===== src/rtl/door_controller.sv =====
// door_controller: per-car door sequencer.
// Opens the stationary car's door when a call or the open button needs service at the
// current floor. It then times the opening, dwell and closing phases and reacts to the
// open/close buttons and the obstruction sensor. door_closed gates car motion downstream.
module door_controller #(
   parameter int TRAVEL_CYCLES = 3,
   parameter int DWELL_CYCLES  = 8
) (
   input  logic        clk,
   input  logic        reset,
   input  logic [2:0]  current_floor,
   input  logic [1:0]  current_direction,
   input  logic [13:0] floor_button,
   input  logic [6:0]  car_button,
   input  logic        lift_stopped,
   input  logic        open_btn,
   input  logic        close_btn,
   input  logic        obstruction,
   output logic        door_state,
   output logic        door_closed,
   output logic [1:0]  door_motor,
   output logic        door_fault
);

   localparam int MAX_CYCLES = (TRAVEL_CYCLES > DWELL_CYCLES) ? TRAVEL_CYCLES : DWELL_CYCLES;
   localparam int TW         = $clog2(MAX_CYCLES) + 1;

   localparam logic [TW-1:0] TRAVEL_LOAD = TW'(TRAVEL_CYCLES - 1);
   localparam logic [TW-1:0] DWELL_LOAD  = TW'(DWELL_CYCLES - 1);
   localparam logic [TW-1:0] TIMER_ONE   = TW'(1);
   localparam logic [TW-1:0] TIMER_ZERO  = '0;

   typedef enum logic [1:0] {
      ST_CLOSED  = 2'd0,
      ST_OPENING = 2'd1,
      ST_OPEN    = 2'd2,
      ST_CLOSING = 2'd3
   } state_t;

   state_t          state_q, state_d;
   logic [TW-1:0]   timer_q, timer_d;
   logic            fault_q, fault_d;

   // Padded copies so that floor 7 indexes a defined zero bit instead of running off the end.
   logic [15:0]     fb_pad;
   logic [7:0]      cb_pad;
   logic            dir_idle;
   logic            up_ok;
   logic            down_ok;
   logic            service;
   logic            reopen_req;

   assign fb_pad     = {2'b00, floor_button};
   assign cb_pad     = {1'b0, car_button};
   assign reopen_req = obstruction | open_btn;

   // Decide whether the car, standing at a real floor, has a reason to open its door.
   always_comb begin
      dir_idle = (current_direction == 2'b00);
      up_ok    = fb_pad[{current_floor, 1'b0}] & (current_direction[0] | dir_idle);
      down_ok  = fb_pad[{current_floor, 1'b1}] & (current_direction[1] | dir_idle);
      service  = 1'b0;
      if (lift_stopped && (current_floor != 3'd7)) begin
         service = cb_pad[current_floor] | open_btn | up_ok | down_ok;
      end
   end

   // State, phase timer and sticky fault registers with synchronous reset.
   always_ff @(posedge clk) begin
      if (reset) begin
         state_q <= ST_CLOSED;
         timer_q <= TIMER_ZERO;
         fault_q <= 1'b0;
      end else begin
         state_q <= state_d;
         timer_q <= timer_d;
         fault_q <= fault_d;
      end
   end

   // Next-state and timer logic; an open request always beats a close request.
   always_comb begin
      state_d = state_q;
      timer_d = timer_q;
      fault_d = fault_q | (~lift_stopped & (state_q != ST_CLOSED));
      unique case (state_q)
         ST_CLOSED: begin
            if (service) begin
               state_d = ST_OPENING;
               timer_d = TRAVEL_LOAD;
            end
         end
         ST_OPENING: begin
            if (timer_q == TIMER_ZERO) begin
               state_d = ST_OPEN;
               timer_d = DWELL_LOAD;
            end else begin
               timer_d = timer_q - TIMER_ONE;
            end
         end
         ST_OPEN: begin
            if (reopen_req) begin
               timer_d = DWELL_LOAD;
            end else if (close_btn || (timer_q == TIMER_ZERO)) begin
               state_d = ST_CLOSING;
               timer_d = TRAVEL_LOAD;
            end else begin
               timer_d = timer_q - TIMER_ONE;
            end
         end
         ST_CLOSING: begin
            if (reopen_req) begin
               state_d = ST_OPENING;
               timer_d = TRAVEL_LOAD;
            end else if (timer_q == TIMER_ZERO) begin
               state_d = ST_CLOSED;
            end else begin
               timer_d = timer_q - TIMER_ONE;
            end
         end
         default: begin
            state_d = ST_CLOSED;
            timer_d = TIMER_ZERO;
         end
      endcase
   end

   // Outputs decoded purely from registered state.
   always_comb begin
      door_state  = (state_q == ST_OPEN);
      door_closed = (state_q == ST_CLOSED);
      door_motor  = 2'b00;
      if (state_q == ST_OPENING) begin
         door_motor = 2'b01;
      end else if (state_q == ST_CLOSING) begin
         door_motor = 2'b10;
      end
      door_fault  = fault_q;
   end

endmodule


===== config.mk =====
export PLATFORM = sky130hd
export DESIGN_NAME = door_controller
export DESIGN_NICKNAME = d
export VERILOG_FILES = /design/src/rtl/door_controller.sv
export SDC_FILE = /design/constraint.sdc
export NUM_CORES = 1
export LEC_CHECK = 0
export ABC_AREA = 1
export CAP_MARGIN = 30
export CORE_ASPECT_RATIO = 0.75
export CORE_MARGIN = 10
export CORE_UTILIZATION = 45
export CTS_CLUSTER_DIAMETER = 30
export DETAILED_ROUTE_END_ITERATION = 8
export GPL_ROUTABILITY_DRIVEN = 0
export GPL_TIMING_DRIVEN = 0
export PLACE_DENSITY_LB_ADDON = 0.05
export SYNTH_ARGS = -nofsm -noshare
export SYNTH_HDL_FRONTEND = slang
export SYNTH_SLANG_ARGS = --single-unit

===== constraint.sdc =====
create_clock -name clk -period 2.49 [get_ports clk]
set_clock_uncertainty 0.2 [all_clocks]
set_input_delay 0.498 -clock clk [delete_from_list [all_inputs] [get_ports clk]]
set_output_delay 0.498 -clock clk [all_outputs]
set_load 0.005 [all_outputs]

---- Yosys cells after proc, flatten, opt, wreduce, memory -nomap -nowiden ----
Index checks and enable logic that the tools add are counted.
storage, ports and cells
  latch bits .............................. 0
  input bits .............................. 32
  memory bits (read-only) ................. 0
  register bits after elaboration ......... 7
  bits in writable memories ............... 0
  memories kept ........................... 0
  output and inout bits ................... 5
cells by class
  shift-type cells ........................ 0
  $add $sub $neg .......................... 1
  divide/modulo/power cells ............... 0
  bitwise gates (word level) .............. 11
  multipliers ............................. 0
  reductions and logical operators ........ 8
  multiplexer cells ....................... 23
  equal/unequal tests ..................... 10
  magnitude comparators ................... 3
operators with widths
  kind                                                        count
  two-way mux 4 bit                                           6
  two-way mux 2 bit                                           8
  case mux 4 bit (4 select lines)                             1
  less-than comparator 4 x 5 -> 1 bit, second input constant  2
  binary-select mux 1 bit (select 3 bit)                      3
  != test 3 bit, second input constant                        3
  case mux 2 bit (4 select lines)                             1
  bitwise OR 1 bit                                            7
  AND reduction 5 bit                                         1
  == test 2 bit, second input constant                        2
  zero test 2 bit                                             2
  zero test 4 bit                                             1
  less-than comparator 3 x 4 -> 1 bit, second input constant  1
  two-way mux 1 bit                                           4
  != test 2 x 1 -> 1 bit, second input constant               2
  != test 2 bit, second input constant                        2
  subtractor 4 x 1 -> 4 bit, second input constant            1
  bitwise AND 1 bit                                           3
  == test 2 x 1 -> 1 bit, second input constant               1
  AND reduction 2 bit                                         1
  nonzero test 2 bit                                          1
  logical AND 1 bit                                           1
  logical OR 1 bit                                            1
  inverter 1 bit                                              1

---- Depth between registers and ports, before layout ----
Gate-level depths: netlist of the first run.
  word-level depth ........................ 8
  depth in mapped cells ................... 14
  gate-level depth less buffers ........... 12

---- Worst setup path before layout of the first run ----
OpenSTA, ideal clock, no wires.
  path kind ............................... in2reg
  start point ............................. input current_floor[0]
  end point ............................... register state_q[1]
  data arrival time ....................... 1.525 ns
  slack ................................... 0.695 ns
  cell stages on the path ................. 14
  cell sequence ........................... buf_6 -> inv_2 -> buf_6 -> nand2_4 -> inv_1 -> nand2_1 -> nand2_1 -> nand2_1 -> nand3b_1 -> o21bai_2 -> nand2_2 -> nand2_1 -> nand2_1 -> a21oi_1
on the way
  word-level cells in the longest chain between the ends .. 8
  elaborated cells between the ends (all ways) .. 16
RTL lines
  what                                                       RTL line  source
  start: declaration                                         11        input logic [2:0] current_floor,
  binary-select mux 1 bit (select 3 bit) (on tied branches)  64, 60
  two-way mux 1 bit (on tied branches)                       64, 60
  bitwise OR 1 bit or bitwise AND 1 bit (tied branches)      64, 60
  bitwise OR 1 bit (2 in a row)                              64        service = cb_pad[current_floor] | open_btn | up_ok | down_ok;
  two-way mux 1 bit *                                        63        if (lift_stopped && (current_floor != 3'd7)) begin
  != test 2 x 1 -> 1 bit (no source line) *                  --
  AND reduction 5 bit (no source line) *                     --
  end signal: assignment                                     75        state_q <= state_d;
  end: declaration                                           40        state_t state_q, state_d;
Every way passes the cells marked *; elsewhere a longest branch is shown, timed or not. The select of a mux whose other input is x is not followed.
A chain may end at the register's enable or synchronous reset.

---- Final worst setup path of the first run ----
  start point ............................. register state_q[0]
  end point ............................... output door_closed
on the way
  word-level cells in the longest chain between the ends .. 1
RTL lines
  what              RTL line  source
  zero test 2 bit   131       door_closed = (state_q == ST_CLOSED);
  end: declaration  20        output logic door_closed,
Every way passes these cells.

==> run_results.csv, run 1 <==
group,metric,value,unit
logic_synthesis,synth_warnings,0,
detailed_routing,wl_per_cell,12.0,um
finish,diodes,0,
worst_setup_path,r2r_cells,10,
global_route,grt_max_degree,11,
detailed_routing,dr_total_vias,1031,
floorplanning,start_util,48.0,%
clocking,hold_buffers,0,
detailed_routing,drt_iter0_markers,49,
detailed_routing,remaining_drc_errors,0,
timing,setup_violations,0,
timing,slew_headroom,80.6,%
placement,port_buffers,34,
worst_setup_path,crit_cells,3,
timing,tns,0,ns
clocking,cts-htree-levels,1,
global_route,grt_antenna_before_repair,0,
logic_synthesis,ys_ff_latch,7,
clocking,numCtsBuffers,3,
logic_synthesis,yosysUniqueCellTypes,23,
global_route,grt_pass1_wl,4380,um
clocking,clockBufferDepth,2,
timing,drv_slew,0,
min_path,hold_path_class,"flop to flop",
floorplanning,die_h,57.5,um
finish,mostFrequentLayoutCell,"nand2_1",
floorplanning,dieWidth,70.0,um
worst_setup_path,crit_start,"state_q[0]",
placement,hpwl,2130,um
timing,hold_viol,0,
timing,fin_crit,2.32,ns
worst_setup_path,crit_arrival,1.62,ns
worst_setup_path,crit_family,"buffers and inverters",
worst_setup_path,timing.rr.start,"timer_q[0]",
worst_setup_path,cp-endpoint,"door_closed",
global_route,track_usage,12.8,%
logic_synthesis,synth.top_cells.by_area,"nand2_1, dfxtp_1, inv_1, nand3_1, ha_1",
clocking,post_cts.repair.setup_buffers,0,
floorplanning,core_area,1760,um2
clocking,cts_tree,"built",
worst_setup_path,crit_fanout,7,
finish,nFillCells,170,
floorplanning,rows,13,
worst_setup_path,reg2reg_to,"state_q[1]",
logic_synthesis,netlist_instances,150,
logic_synthesis,syn_area,843,um2
finish,mostFrequentLayoutCells,"nand2_1, clkdlybuf4s50_1, inv_1",
finish,final_net_count,226,
status,status,"finished, final reports clean",
clocking,clk_pin_slew_worst_paths,0.06,ns
finish,drive_above_1_share,7.45,%
logic_synthesis,async_flop_share,0,%
timing,rsz0062_at_grt,"no",
detailed_routing,dr.pass1.iters,4,
global_route,grt_pass1_vias,1011,
logic_synthesis,synth-edff-count,0,
worst_setup_path,path_cells,"inv_1 > ha_1 > clkdlybuf4s50_1",
min_path,hp-start,"timer_q[1]",
worst_setup_path,critPathMaxStageDelay,0.57,ns
worst_setup_path,ff2ff_setup_slack,0.56,ns
floorplanning,io_pins,37,
timing,fin_crit_sh,93.1,%
worst_setup_path,path_buf_inv,2,
floorplanning,die_area,4020,um2
clocking,cts_sinks,7,
logic_synthesis,synth_ff_type,"dfxtp_1",
power,leakage,0.615,nW
finish,synthToLayoutAreaGrowth,46.7,%
worst_setup_path,end_kind,"primary output",
logic_synthesis,avgSynthCellArea,5.62,um2
power,ir_drop,0.550,mV
detailed_routing,ant_nets,0,
timing,worstMarginPinSlew,0.290,ns
clocking,cts_resized,0,
power,power_density,696,nW/um2
detailed_routing,via_per_inst,4.91,
logic_synthesis,synth_top_area_share,22.3,%
worst_setup_path,crit_path_top_delay_cell,"clkdlybuf4s50_1",
worst_setup_path,crit_required,1.79,ns
logic_synthesis,yosysSeqAreaShare,16.6,%
global_route,grt-ovfl-total,0,
timing,whs,0.279,ns
logic_synthesis,synth.largest_area_cell,"nand2_1",
worst_setup_path,crit_type,"flop to primary output",
clocking,clockRootBuffer,"clkbuf_4",
logic_synthesis,synth_fp_nets,187,
clocking,clk_latency,0.26,ns
detailed_routing,drt_wl_total,2520,um
job,drv_cap,0,
worst_setup_path,startpoint_type,"flop",
timing,timing.fmax,0.432,GHz
[report_power, final]
part | total, W | switching (W) | internal, W
sequential | 0.000190 | 0.0000377 | 0.000152
clock | 0.000109 | 0.0000478 | 0.0000615
combinational | 0.000562 | 0.000299 | 0.000263
total | 0.000861 | 0.000384 | 0.000476
[final cells by class]
type	count	area, um2	share of cell area [%]
multi-input cells	113	568	45.9
repair buffers	34	340	27.5
flip-flops and latches	7	140	11.3
inverters	27	101	8.19
plain buffers	3	33.8	2.73
well taps	22	27.5	2.22
clock buffers	4	26.3	2.12
[per-layer routing]
layer	GRT usage, %	routed length, um
met1	16.0	1250
met4	2.53	10
met5	0	0
met2	20.8	1110
met3	4.49	154
[metrics by stage]
stage	util, %	setup slack, ns	area, um2	cells	total power (W)
after global placement	68.9	0.300	1210	206	0.000730
final	70.4	0.173	1240	210	0.000861
after floorplan	-	0.695	843	150	0.000552
after detailed placement	68.9	0.264	1210	206	0.000746
after CTS	70.4	0.155	1240	210	0.000862
after global routing	70.4	0.0746	1240	210	0.000956
[worst reg2reg max path, stage by stage (launching register included)]
cell and delay, ns:
dfxtp_1 0.32, inv_1 0.09, ha_1 0.19, nor3b_2 0.30, nor2_1 0.07, nand2_1 0.09, nand3_1 0.12, a21boi_1 0.23
nand2_1 0.10, nand2_1 0.07, a21oi_1 0.05
[how the worst min path moves through the flow]
| stage | end | slack [ns] | depth (start not counted) |
|---|---|---|---|
| floorplan | timer_q[0] | 0.24 | 2 |
| global placement | door_fault | 0.26 | 2 |
| detailed placement | timer_q[0] | 0.28 | 2 |
| CTS | timer_q[1] | 0.28 | 2 |
| global route | timer_q[0] | 0.32 | 2 |
| finish | timer_q[1] | 0.28 | 2 |
[kinds of logic after synthesis]
logic type	after synthesis	share of synthesized area, %
flip-flops	7	16.6
buffers and inverters	30	16.0
AO/OA/AOI/OAI	16	11.6
AND/OR/NAND/NOR	91	47.3
XOR/XNOR	1	1.04
adder cells (fa/ha/maj)	5	7.42
[Yosys cell counts (2+ instances only)]
cell type	count
buf_6	3
o31ai_1	2
nand2_2	3
o21ai_0	2
nor2_1	14
nand2_1	50
dfxtp_1	7
nand3_1	17
inv_1	26
a21oi_1	9
ha_1	5
[state kept, by name, indices dropped and copies added (netlist names)]
register    flops
state_q         2
timer_q         4
door_fault      1
Note: power is estimated with default switching activity, not from simulation.
==> run 2, diff against run 1 <==
ABC_AREA = unset   (was 1)
CORE_UTILIZATION = 44   (was 45)
GPL_TIMING_DRIVEN = unset   (was 0)
SLEW_MARGIN = 30   (was unset)
==> run 2 against run 1 <==
Effect of this change:
- global-route usage down 0.89 points
- area after synthesis down 5.6%
- core utilization increased by 0.97 points
- wire length down 3.0%
- sequential share of layout area rose by 0.058 points
- die area decreased by 2.4%
- cell count decreased by 22%
- synthesized cell count decreased by 33%
- register-to-register slack lost 0.29 ns
- critical endpoint is now door_state
==> run_results.csv, run 2 <==
group,metric,value,unit
status,status,"finished, final reports clean",
detailed_routing,ant_nets,0,
global_route,grt_antenna_before_repair,0,
logic_synthesis,yosysUniqueCellTypes,41,
detailed_routing,drt_iter0_markers,57,
finish,synthToLayoutAreaGrowth,54.7,%
finish,regMostFlops,"timer_q",
min_path,hold_path_class,"flop to flop",
detailed_routing,drt_wl_total,2450,um
floorplanning,core_area,1720,um2
power,ir_drop,0.722,mV
finish,mostFrequentLayoutCells,"clkdlybuf4s50_1, nor2_1, inv_1",
timing,rsz0062_at_grt,"no",
logic_synthesis,synthTopCellsByCount,"nor2_1, inv_1, dfxtp_1",
logic_synthesis,synthSimpleGateAreaFrac,23.1,%
floorplanning,die_area,3930,um2
detailed_routing,wl_per_cell,14.9,um
clocking,clk_latency,0.25,ns
timing,timing.fmax,0.421,GHz
detailed_routing,via_per_inst,5.59,
power,power_density,730,nW/um2
timing,drv_slew,0,
clocking,clk_pin_slew_worst_paths,0.05,ns
worst_setup_path,startpoint_type,"flop",
logic_synthesis,synth_compound_area_share,30.5,%
finish,final_net_count,180,
clocking,cts_sinks,7,
finish,mostFrequentLayoutCell,"clkdlybuf4s50_1",
timing,hold_viol,0,
clocking,post_cts.repair.setup_buffers,0,
finish,utilization,71.4,%
worst_setup_path,crit_path_top_delay_cell,"clkdlybuf4s50_1",
global_route,track_usage,11.9,%
clocking,numCtsBuffers,3,
logic_synthesis,synth.top_cells.by_area,"dfxtp_1, ha_1, mux2i_1, mux4_2, nor2_1",
worst_setup_path,crit_type,"flop to primary output",
clocking,clockRootBuffer,"clkbuf_4",
clocking,hold_buffers,0,
clocking,cts_tree,"built",
detailed_routing,remaining_drc_errors,0,
timing,worstMarginPinSlew,0.331,ns
floorplanning,io_pins,37,
worst_setup_path,critPathMaxStageDelay,0.57,ns
worst_setup_path,end_kind,"primary output",
timing,slew_headroom,77.9,%
worst_setup_path,path_cells,"inv_1 > ha_1 > clkdlybuf4s50_1",
timing,whs,0.266,ns
detailed_routing,dr_total_vias,917,
placement,port_buffers,36,
finish,largest_reg_flops,4,
power,leakage,0.502,nW
logic_synthesis,synth-edff-count,0,
logic_synthesis,syn_area,796,um2
clocking,cts_resized,0,
worst_setup_path,crit_family,"buffers and inverters",
clocking,cts-htree-levels,1,
logic_synthesis,synthMuxAreaShare,13.2,%
logic_synthesis,yosysMostFrequentCell,"nor2_1",
logic_synthesis,netlist_instances,101,
worst_setup_path,path_buf_inv,2,
worst_setup_path,crit_arrival,1.67,ns
global_route,grt_max_degree,11,
timing,fin_crit,2.37,ns
clocking,clockBufferDepth,2,
logic_synthesis,synth_warnings,0,
worst_setup_path,crit_required,1.79,ns
logic_synthesis,yosys.area_share.adder,7.86,%
logic_synthesis,yosysSeqAreaShare,17.6,%
global_route,grt_pass1_vias,855,
finish,drive_above_1_share,10.6,%
logic_synthesis,ys_ff_latch,7,
global_route,grt-ovfl-total,0,
floorplanning,dieWidth,69.1,um
logic_synthesis,synth_top_family_by_area,"compound AO/OA/AOI/OAI gates",
floorplanning,die_h,56.8,um
finish,diodes,0,
logic_synthesis,synth.largest_area_cell,"dfxtp_1",
logic_synthesis,synth_xor_area_share,0,%
logic_synthesis,avgSynthCellArea,7.88,um2
worst_setup_path,crit_fanout,9,
logic_synthesis,async_flop_share,0,%
timing,setup_violations,0,
floorplanning,rows,13,
floorplanning,start_util,46.2,%
global_route,grt_pass1_wl,4020,um
logic_synthesis,synth_ff_type,"dfxtp_1",
detailed_routing,dr.pass1.iters,4,
logic_synthesis,synth_top_area_share,17.6,%
placement,hpwl,2070,um
timing,fin_crit_sh,95.3,%
job,drv_cap,0,
logic_synthesis,synth_fp_nets,138,
==> run 2: cell count changes after synthesis, moves of 4 or more <==
cell	previous run	this run
nand3_1	17	2
nand2_1	50	5
nand2b_1	0	4
mux2i_1	0	6
nor2_1	14	10
inv_1	26	8
==> run 2: power breakdown <==
group          internal, W  switching, W
Combinational     0.000306      0.000297
Sequential        0.000149     0.0000425
Clock            0.0000612     0.0000428
==> run 2: cells by family after synthesis <==
logic type / count (synthesis)
AND/OR/NAND/NOR: 34
multiplexers: 8
AO/OA/AOI/OAI: 33
buffers and inverters: 14
adder cells (fa/ha/maj): 5
flip-flops: 7
==> run 2: stage by stage <==
| step | power (W) | cell area [um2] | setup slack, ns | instances | TNS [ns] |
|---|---|---|---|---|---|
| floorplan | 0.000585 | 796 | 0.495 | 101 | 0 |
| global placement | 0.000773 | 1200 | -0.0424 | 160 | -0.115 |
| detailed placement | 0.000793 | 1200 | -0.105 | 160 | -0.557 |
| CTS | 0.000900 | 1230 | 0.120 | 164 | 0 |
| global route | 0.000981 | 1230 | 0.0191 | 164 | 0 |
| finish | 0.000899 | 1230 | 0.117 | 164 | 0 |
==> run 2: routing by layer <==
metal	GRT usage [%]	part of all wire (%)
met3	4.56	7.9
met5	0	0
met2	18.0	44
met1	15.5	47
met4	2.58	0.57
==> run 2: tightest hold or removal path, delay by kind of cell (launching register included) <==
family	cells	cell delay [ns]
and+or+nand+nor	2	0.11
DFF	1	0.32
==> run 2: worst paths after layout <==
check,cells past startpoint,start,end,slack (ns)
worst max-delay path,3,state_q[0],door_state,0.12
worst min-delay path,2,door_fault,door_fault,0.27
worst max register to register,7,timer_q[0],timer_q[0],0.27
worst min register to register,2,door_fault,door_fault,0.27
==> run 2: area by class of cell <==
class | count | area [um2]
Multi-Input combinational cell | 80 | 594
Fill cell | 151 | 493
Timing Repair Buffer | 43 | 413
Clock buffer | 4 | 26.3
Inverter | 8 | 30.0
Tap cell | 22 | 27.5
Sequential cell | 7 | 140
==> run 3, diff against run 2 <==
GPL_ROUTABILITY_DRIVEN = unset   (was 0)
==> results of run 3 <==
Final layout, timing and power as in run 2 (identical DEF).
